$ cat src/rtl/mxv_pkg.sv
// Shared types and default sizes for the sequenced matrix-vector engine.
package mxv_pkg;

    localparam int MXV_ROWS = 3;
    localparam int MXV_COLS = 5;
    localparam int MXV_DW   = 32;

    typedef enum logic [1:0] {LOAD, CALC, DRAIN} mxv_state_t;

    typedef logic signed [MXV_DW-1:0] mxv_word_t;

endpackage

$ cat src/rtl/mxv_mac.sv
// Registered multiply-accumulate: acc <= (sel_init ? addend : acc) + a*b, wrapping at DW bits.
module mxv_mac
    import mxv_pkg::*;
#(
    parameter int DW = MXV_DW
) (
    input  logic                 clk,
    input  logic                 en,
    input  logic                 sel_init,
    input  logic signed [DW-1:0] a,
    input  logic signed [DW-1:0] b,
    input  logic signed [DW-1:0] addend,
    output logic signed [DW-1:0] acc
);

    logic signed [DW-1:0] prod;
    logic signed [DW-1:0] acc_d;
    logic signed [DW-1:0] acc_q;

    // Only the low DW bits of the product are needed, so a DW-wide result suffices.
    assign prod  = a * b;
    assign acc_d = (sel_init ? addend : acc_q) + prod;

    always_ff @(posedge clk) begin
        if (en) begin
            acc_q <= acc_d;
        end
    end

    assign acc = acc_q;

endmodule

$ cat src/rtl/mxv_seq_ctrl.sv
// Sequencing front end: loads vector/matrix/bias from one word stream, runs a
// time-shared MAC over every (row, column) pair, then drains the results.
module mxv_seq_ctrl
    import mxv_pkg::*;
#(
    parameter int ROWS = MXV_ROWS,
    parameter int COLS = MXV_COLS,
    parameter int DW   = MXV_DW
) (
    input  logic                 clk,
    input  logic                 rst_n,
    input  logic                 abort,
    input  logic                 in_valid,
    output logic                 in_ready,
    input  logic signed [DW-1:0] in_data,
    output logic                 out_valid,
    input  logic                 out_ready,
    output logic signed [DW-1:0] out_data,
    output logic                 out_last,
    output logic                 busy
);

    localparam int N  = ROWS + ROWS * COLS + COLS;
    localparam int LW = $clog2(N);
    localparam int IW = (ROWS > 1) ? $clog2(ROWS) : 1;
    localparam int CW = (COLS > 1) ? $clog2(COLS) : 1;

    localparam logic [LW-1:0] LD_LAST = LW'(N - 1);
    localparam logic [IW-1:0] I_LAST  = IW'(ROWS - 1);
    localparam logic [CW-1:0] C_LAST  = CW'(COLS - 1);

    mxv_state_t           state_q;
    logic [LW-1:0]        ld_cnt_q;
    logic [IW-1:0]        i_q;
    logic [CW-1:0]        j_q;
    logic [CW-1:0]        out_idx_q;
    logic [CW-1:0]        wr_col_q;
    logic                 wr_pend_q;

    logic signed [DW-1:0] vec_q  [ROWS];
    logic signed [DW-1:0] mat_q  [ROWS][COLS];
    logic signed [DW-1:0] bias_q [COLS];
    logic signed [DW-1:0] res_q  [COLS];

    logic                 flush;
    logic                 accept;
    logic                 mac_en;
    logic signed [DW-1:0] acc;

    assign flush    = !rst_n || abort;
    assign in_ready = (state_q == LOAD) && !abort && rst_n;
    assign accept   = in_valid && in_ready;
    assign mac_en   = (state_q == CALC) && !flush;

    mxv_mac #(.DW(DW)) u_mac (
        .clk      (clk),
        .en       (mac_en),
        .sel_init (i_q == '0),
        .a        (vec_q[i_q]),
        .b        (mat_q[i_q][j_q]),
        .addend   (bias_q[j_q]),
        .acc      (acc)
    );

    always_ff @(posedge clk) begin
        if (flush) begin
            state_q   <= LOAD;
            ld_cnt_q  <= '0;
            i_q       <= '0;
            j_q       <= '0;
            out_idx_q <= '0;
            wr_col_q  <= '0;
            wr_pend_q <= 1'b0;
        end else begin
            wr_pend_q <= 1'b0;
            case (state_q)
                LOAD: begin
                    if (accept) begin
                        if (ld_cnt_q == LD_LAST) begin
                            ld_cnt_q <= '0;
                            state_q  <= CALC;
                        end else begin
                            ld_cnt_q <= ld_cnt_q + LW'(1);
                        end
                    end
                end
                CALC: begin
                    // The column total lands in acc at this edge; commit it to res next cycle.
                    wr_pend_q <= (i_q == I_LAST);
                    wr_col_q  <= j_q;
                    if (i_q == I_LAST) begin
                        i_q <= '0;
                        if (j_q == C_LAST) begin
                            j_q       <= '0;
                            out_idx_q <= '0;
                            state_q   <= DRAIN;
                        end else begin
                            j_q <= j_q + CW'(1);
                        end
                    end else begin
                        i_q <= i_q + IW'(1);
                    end
                end
                DRAIN: begin
                    if (out_ready) begin
                        if (out_idx_q == C_LAST) begin
                            out_idx_q <= '0;
                            state_q   <= LOAD;
                        end else begin
                            out_idx_q <= out_idx_q + CW'(1);
                        end
                    end
                end
                default: state_q <= LOAD;
            endcase
        end
    end

    always_ff @(posedge clk) begin
        if (accept) begin
            for (int r = 0; r < ROWS; r++) begin
                if (ld_cnt_q == LW'(r)) vec_q[r] <= in_data;
            end
            for (int r = 0; r < ROWS; r++) begin
                for (int c = 0; c < COLS; c++) begin
                    if (ld_cnt_q == LW'(ROWS + r * COLS + c)) mat_q[r][c] <= in_data;
                end
            end
            for (int c = 0; c < COLS; c++) begin
                if (ld_cnt_q == LW'(ROWS + ROWS * COLS + c)) bias_q[c] <= in_data;
            end
        end
        if (wr_pend_q) begin
            res_q[wr_col_q] <= acc;
        end
    end

    // Bypass covers the column whose res write is still pending when draining starts.
    always_comb begin
        out_data = '0;
        if (state_q == DRAIN) begin
            if (wr_pend_q && (wr_col_q == out_idx_q)) begin
                out_data = acc;
            end else begin
                out_data = res_q[out_idx_q];
            end
        end
    end

    assign out_valid = (state_q == DRAIN);
    assign out_last  = (state_q == DRAIN) && (out_idx_q == C_LAST);
    assign busy      = (state_q != LOAD) || (ld_cnt_q != '0);

endmodule

$ cat config.mk
export PLATFORM = sky130hd
export DESIGN_NAME = mxv_seq_ctrl
export DESIGN_NICKNAME = d
export VERILOG_FILES = /design/src/rtl/mxv_pkg.sv /design/src/rtl/mxv_mac.sv /design/src/rtl/mxv_seq_ctrl.sv
export SDC_FILE = /design/constraint.sdc
export NUM_CORES = 2
export LEC_CHECK = 0
export BUFFER_PORTS_ARGS = -buffer_cell sky130_fd_sc_hd__buf_2
export CAP_MARGIN = 20
export CORE_MARGIN = 4
export CORE_UTILIZATION = 60
export DETAILED_ROUTE_END_ITERATION = 8
export PLACE_DENSITY_LB_ADDON = 0.08
export SYNTH_ARGS = -nofsm -noshare
export SYNTH_HDL_FRONTEND = slang
export SYNTH_HIERARCHICAL = 1
export SYNTH_SLANG_ARGS = --single-unit
$ cat constraint.sdc
create_clock -name clk -period 18.6 [get_ports clk]
set_input_delay 3.72 -clock clk [delete_from_list [all_inputs] [get_ports clk]]
set_output_delay 3.72 -clock clk [all_outputs]
set_load 0.1 [all_outputs]
[Word-level counts from Yosys, hierarchy flattened]
Memory sizes are Yosys's and may differ from the RTL's. A register that Yosys moved wholly into a read port is not among the register bits.
Index checks and enable logic that the tools add are counted.
Word-level totals
  register bits after elaboration: 51
  RAM bits: 896
  input bits: 37
  output and inout bits: 36
  logic and storage cells: 209
  memories kept: 4
Memory list
  mat_q: depth 3, width 160, rd ports 1, clocked after memory_dff 1, wr ports 1, RTL line mxv_seq_ctrl.sv:41  | logic signed [DW-1:0] mat_q [ROWS][COLS];
  bias_q: depth 5, width 32, rd ports 1, clocked after memory_dff 1, wr ports 1, RTL line mxv_seq_ctrl.sv:42  | logic signed [DW-1:0] bias_q [COLS];
  res_q: depth 5, width 32, rd ports 1, clocked after memory_dff 1, wr ports 1, RTL line mxv_seq_ctrl.sv:43  | logic signed [DW-1:0] res_q [COLS];
  vec_q: depth 3, width 32, rd ports 1, clocked after memory_dff 1, wr ports 1, RTL line mxv_seq_ctrl.sv:40  | logic signed [DW-1:0] vec_q [ROWS];
Operators by class
  $add $sub $neg: 5
  multipliers: 1
  magnitude comparators: 1
  equality and inequality tests: 34
  mux-type cells: 124
  bitwise logic cells: 2
  reduce and logical (&&, ||, !) cells: 30
Operators with widths (count)
  2-to-1 mux 32 bit: 11
  2-to-1 mux 160 bit: 2
  OR reduction 160 bit: 2
  OR reduction 32 bit: 6
  binary-select mux 32 bit (select 3 bit): 1
  2-to-1 mux 1 bit: 77
  equality test 5 x 4 -> 1 bit (second input constant): 8
  2-to-1 mux 3 bit: 13
  equality test 5 bit (second input constant): 7
  adder 32 bit: 1
  multiplier 32 x 32 -> 32 bit: 1
  2-to-1 mux 2 bit: 15
  equality test 5 x 3 -> 1 bit (second input constant): 4
  2-to-1 mux 5 bit: 3
  equality test 5 x 2 -> 1 bit (second input constant): 2
  inequality test 2 x 1 -> 1 bit (second input constant): 5
  adder 3 x 1 -> 3 bit (second input constant): 2
  equality test 3 bit (second input constant): 2
  logical AND 1 bit: 6
  one-hot mux 2 bit (3 select lines): 1
  one-hot mux 3 bit (2 select lines): 1
  AND reduction 6 bit: 1
  adder 5 x 1 -> 5 bit (second input constant): 1
  equality test 5 x 1 -> 1 bit (second input constant): 1
  other kinds (17): 24

[Longest topological paths before layout]
  depth in word-level cells: 11
  gate-level depth with buffers: 35
  gate-level depth less buffers: 29

[Hierarchy]
Netlist, hierarchy kept.
By module, submodules not included
  mxv_seq_ctrl: times used 1, cells each 1820, area each 35685.5 sq um, seq. area each 27446.3 sq um
  mxv_mac: times used 1, cells each 1975, area each 18313.8 sq um, seq. area each 960.9 sq um

[Least setup slack after synthesis]
OpenSTA, ideal clock, no wires.
  path type: reg-to-reg
  start: register with a tool-made name
  end: register u_mac.acc_q[26], in the netlist u_mac/acc[26], data pin
  library setup time: 0.260 ns
  data arrival time: 8.209 ns
  required time: 18.340 ns
  slack: 10.131 ns
  stages on the path, launching flop included: 30
  buffers on the path: 3
  clock period less this slack: 8.469 ns
  cells stage by stage: dfxtp_1 > buf_1 > mux2_2 > mux4_2 > a22oi_1 > o21ai_1 > clkbuf_1 > clkbuf_1 > and2_1 > fa_1 > fa_1 > inv_1 > fa_1 > fa_1 > inv_1 > fa_1 > fa_1 > fa_1 > inv_1 > fa_1 > inv_1 > ha_1 > a21o_1 > a211o_1 > a211oi_1 > o21ai_2 > a221o_2 > a31o_4 > o311ai_4 > xnor2_1
RTL lines
  end signal: assignment: RTL line mxv_mac.sv:26  | acc_q <= acc_d;
  end: declaration: RTL line mxv_mac.sv:18  | logic signed [DW-1:0] acc_q;

==> out/metrics.yaml <==
status: "complete, no violations"
cpMostUsedCell: "fa_1"
die_w_um: 308
synthSimpleGateAreaFrac: 0.0663
hold_viol_final: 0
cts-root-buf: "clkbuf_16"
place_ws_ns: 8.34
syn-num-nets: 4430
grt_usage: 0.274
drc_errors: 0
finalSetupTns_ns: 0
die_area_um2: 94900
grt_max_degree: 132
core_um2: 88800
mostFrequentLayoutCells: "edfxtp_1 (928), inv_1 (523), fa_1 (438)"
maxSlewHeadroom: 0.254
cts_resized: 0
critPathMaxFanout: 131
drtIter0Drc: 2411
period_share: 0.555
avgSynthCellArea_um2: 14.2
num_vias: 30200
timing.fmax_mhz: 96.9
postRouteAntennaNets: 0
clock_latency_ns: 0.69
synthAdderAreaFrac: 0.199
yosys_warnings: 6
ys_types: 70
rrSetupSlack_ns: 8.28
synth_edf_count: 928
cts.sinks: 955
hp-class: "flip-flop to flip-flop"
power_density_nw_per_um2: 108
setup_viol: 0
io_pins: 73
cts_hold_buf: 0
start_util: 0.608
die_y_um: 308
place_hpwl_um: 83100
synth-main-ff-cell: "edfxtp_1"
p_leak_nw: 22.3
syn_to_final_growth_pct: 9.41
slew_violations: 0
hold_depth: 2
maxCapViolations: 0
ir_drop_mv: 0.164
cts_tree: "done"
clkTransAtPathRegs_ns: 0.06
syn_inst: 3795
netlist_top_cells_area: "edfxtp_1 (52%), fa_1 (16%), mux4_2 (5.2%)"
cts_htree_levels: 3
finalCriticalPeriod_ns: 10.32
synth_top_family_by_area: "adder cells"
fin_ws_ns: 8.28
syn-cell-area_um2: 54000
final_common_cell: "edfxtp_1"
io_buffers: 72
wl_per_cell_um: 24.6
cp-end-kind: "flip-flop"
viasPerCell: 5.91
grt-ovfl-total: 0
grt_pass1_vias: 32500
crit_arrival_ns: 10.70
worstSetupPathType: "flip-flop to flip-flop"
worst_pin_slew_ns: 1.11
slowest_stage: "dfxtp_4"
fin_worst_skew_ns: 0.0589
hp-start: "wr_col_q[2]$_SDFFE_PP0N_"
yosys.area.top_type_share: 0.516
cts_buffer_depth: 3
synth_xor_xnor_area_share: 0.0159
rsz0062_at_grt: "false"
wirelength_um: 126000
grt_pass1_wl_um: 194000
drt-pass1-iter-count: 5
post_cts_buffers: 0
max_stage_delay_ns: 0.94
finalNetCount: 4507
asyncSetResetFlopFracSynth: 0
start_kind: "flip-flop"
reg2regPathDepth: 29
yosysTopAreaCell: "edfxtp_1"
ys_ff_latch: 955
ys_seq_area_frac: 0.526
min_to: "wr_col_q[2]$_SDFFE_PP0N_"
synth_mux_area_frac: 0.109
drive_above_1_share: 0.156
antenna_found_initial: 7
rr_endpoint: "u_mac/acc[26]$_DFFE_PP_"
rows: 109
required_ns: 18.98
synth_compound_area_frac: 0.0323
numCtsBuffers: 96
finalWeightedCongestion: 0.850
[metrics by stage]
step	instance area, um2	hold WS, ns	power (W)	utilization	instances
after global routing	59100	0.558	0.00678	0.665	5110
after detailed placement	56000	0.513	0.00457	0.630	4934
final	59100	0.525	0.00640	0.665	5112
after floorplan	54000	0.472	0.00404	-	3795
after CTS	59000	0.523	0.00643	0.665	5105
after global placement	55900	0.493	0.00449	0.630	4932
[power breakdown]
part	switching, W	total, W	internal (W)
combinational	0.00122	0.00209	0.000877
clock	0.000805	0.00185	0.00105
sequential	0.000000647	0.00246	0.00246
total	0.00202	0.00640	0.00438
[cells by family after synthesis]
group	after synthesis
DFF	955
and+or+nand+nor	729
buffers and inverters	716
adders and majority gates	598
muxes	411
AOI/OAI and AO/OA	288
xor gates and xnor gates	98
[state kept, by name, summed over array words and instances, names as in the netlist, 3 cells and up, named ones only]
signal and flops:
u_mac/acc 32, out_idx_q 3, ld_cnt_q 5, wr_col_q 3
bias_q 160, mat_q 480, res_q 160, vec_q 96
j_q 3
[cell usage after synthesis (5+ instances only)]
cell	n
buf_1	17
o21bai_1	7
dfxtp_1	27
o21ai_0	24
inv_1	523
nor2b_1	12
clkbuf_1	140
a21o_1	9
mux2_1	36
edfxtp_1	928
a21oi_1	92
mux2_2	121
xor2_1	23
buf_4	7
a22oi_1	32
and2_1	258
mux4_2	124
buf_6	5
o21ai_1	87
and3_1	8
ha_1	160
fa_1	438
nand2b_1	8
mux2i_1	130
nand3_1	8
nor2_1	63
xnor2_1	75
buf_2	20
nand2_1	339
nor3_1	8
[layer usage]
layer | global-route usage | part of all wire
met5 | 0 | 0.00041
met3 | 0.0417 | 0.062
met1 | 0.368 | 0.40
met2 | 0.457 | 0.49
met4 | 0.107 | 0.042
[final cells by class]
type	instances	area (um2)
Fill cell	6232	29700
Clock inverter	55	523
Multi-Input combinational cell	2124	23000
Clock buffer	116	2510
Antenna cell	2	5.00
Sequential cell	955	28400
Tap cell	1165	1460
Timing Repair Buffer	168	1150
Inverter	527	1980
[critical path: cells and delay by family, from the launching register on]
kind | cells | cell delay, ns
compound gates | 9 | 2.26
xor+xnor | 1 | 0.11
fa+ha+maj | 9 | 4.13
buf+inv | 7 | 1.23
flops | 1 | 0.94
mux | 2 | 0.86
simple gates | 1 | 0.15
[worst max path at each step]
stage                                   end  cells after the start
finish              u_mac/acc[26]$_DFFE_PP_                     29
global route        u_mac/acc[26]$_DFFE_PP_                     28
CTS                 u_mac/acc[26]$_DFFE_PP_                     27
detailed placement  u_mac/acc[26]$_DFFE_PP_                     27
global placement    u_mac/acc[26]$_DFFE_PP_                     27
floorplan           u_mac/acc[26]$_DFFE_PP_                     29
Power figures use the tool's default switching activity.
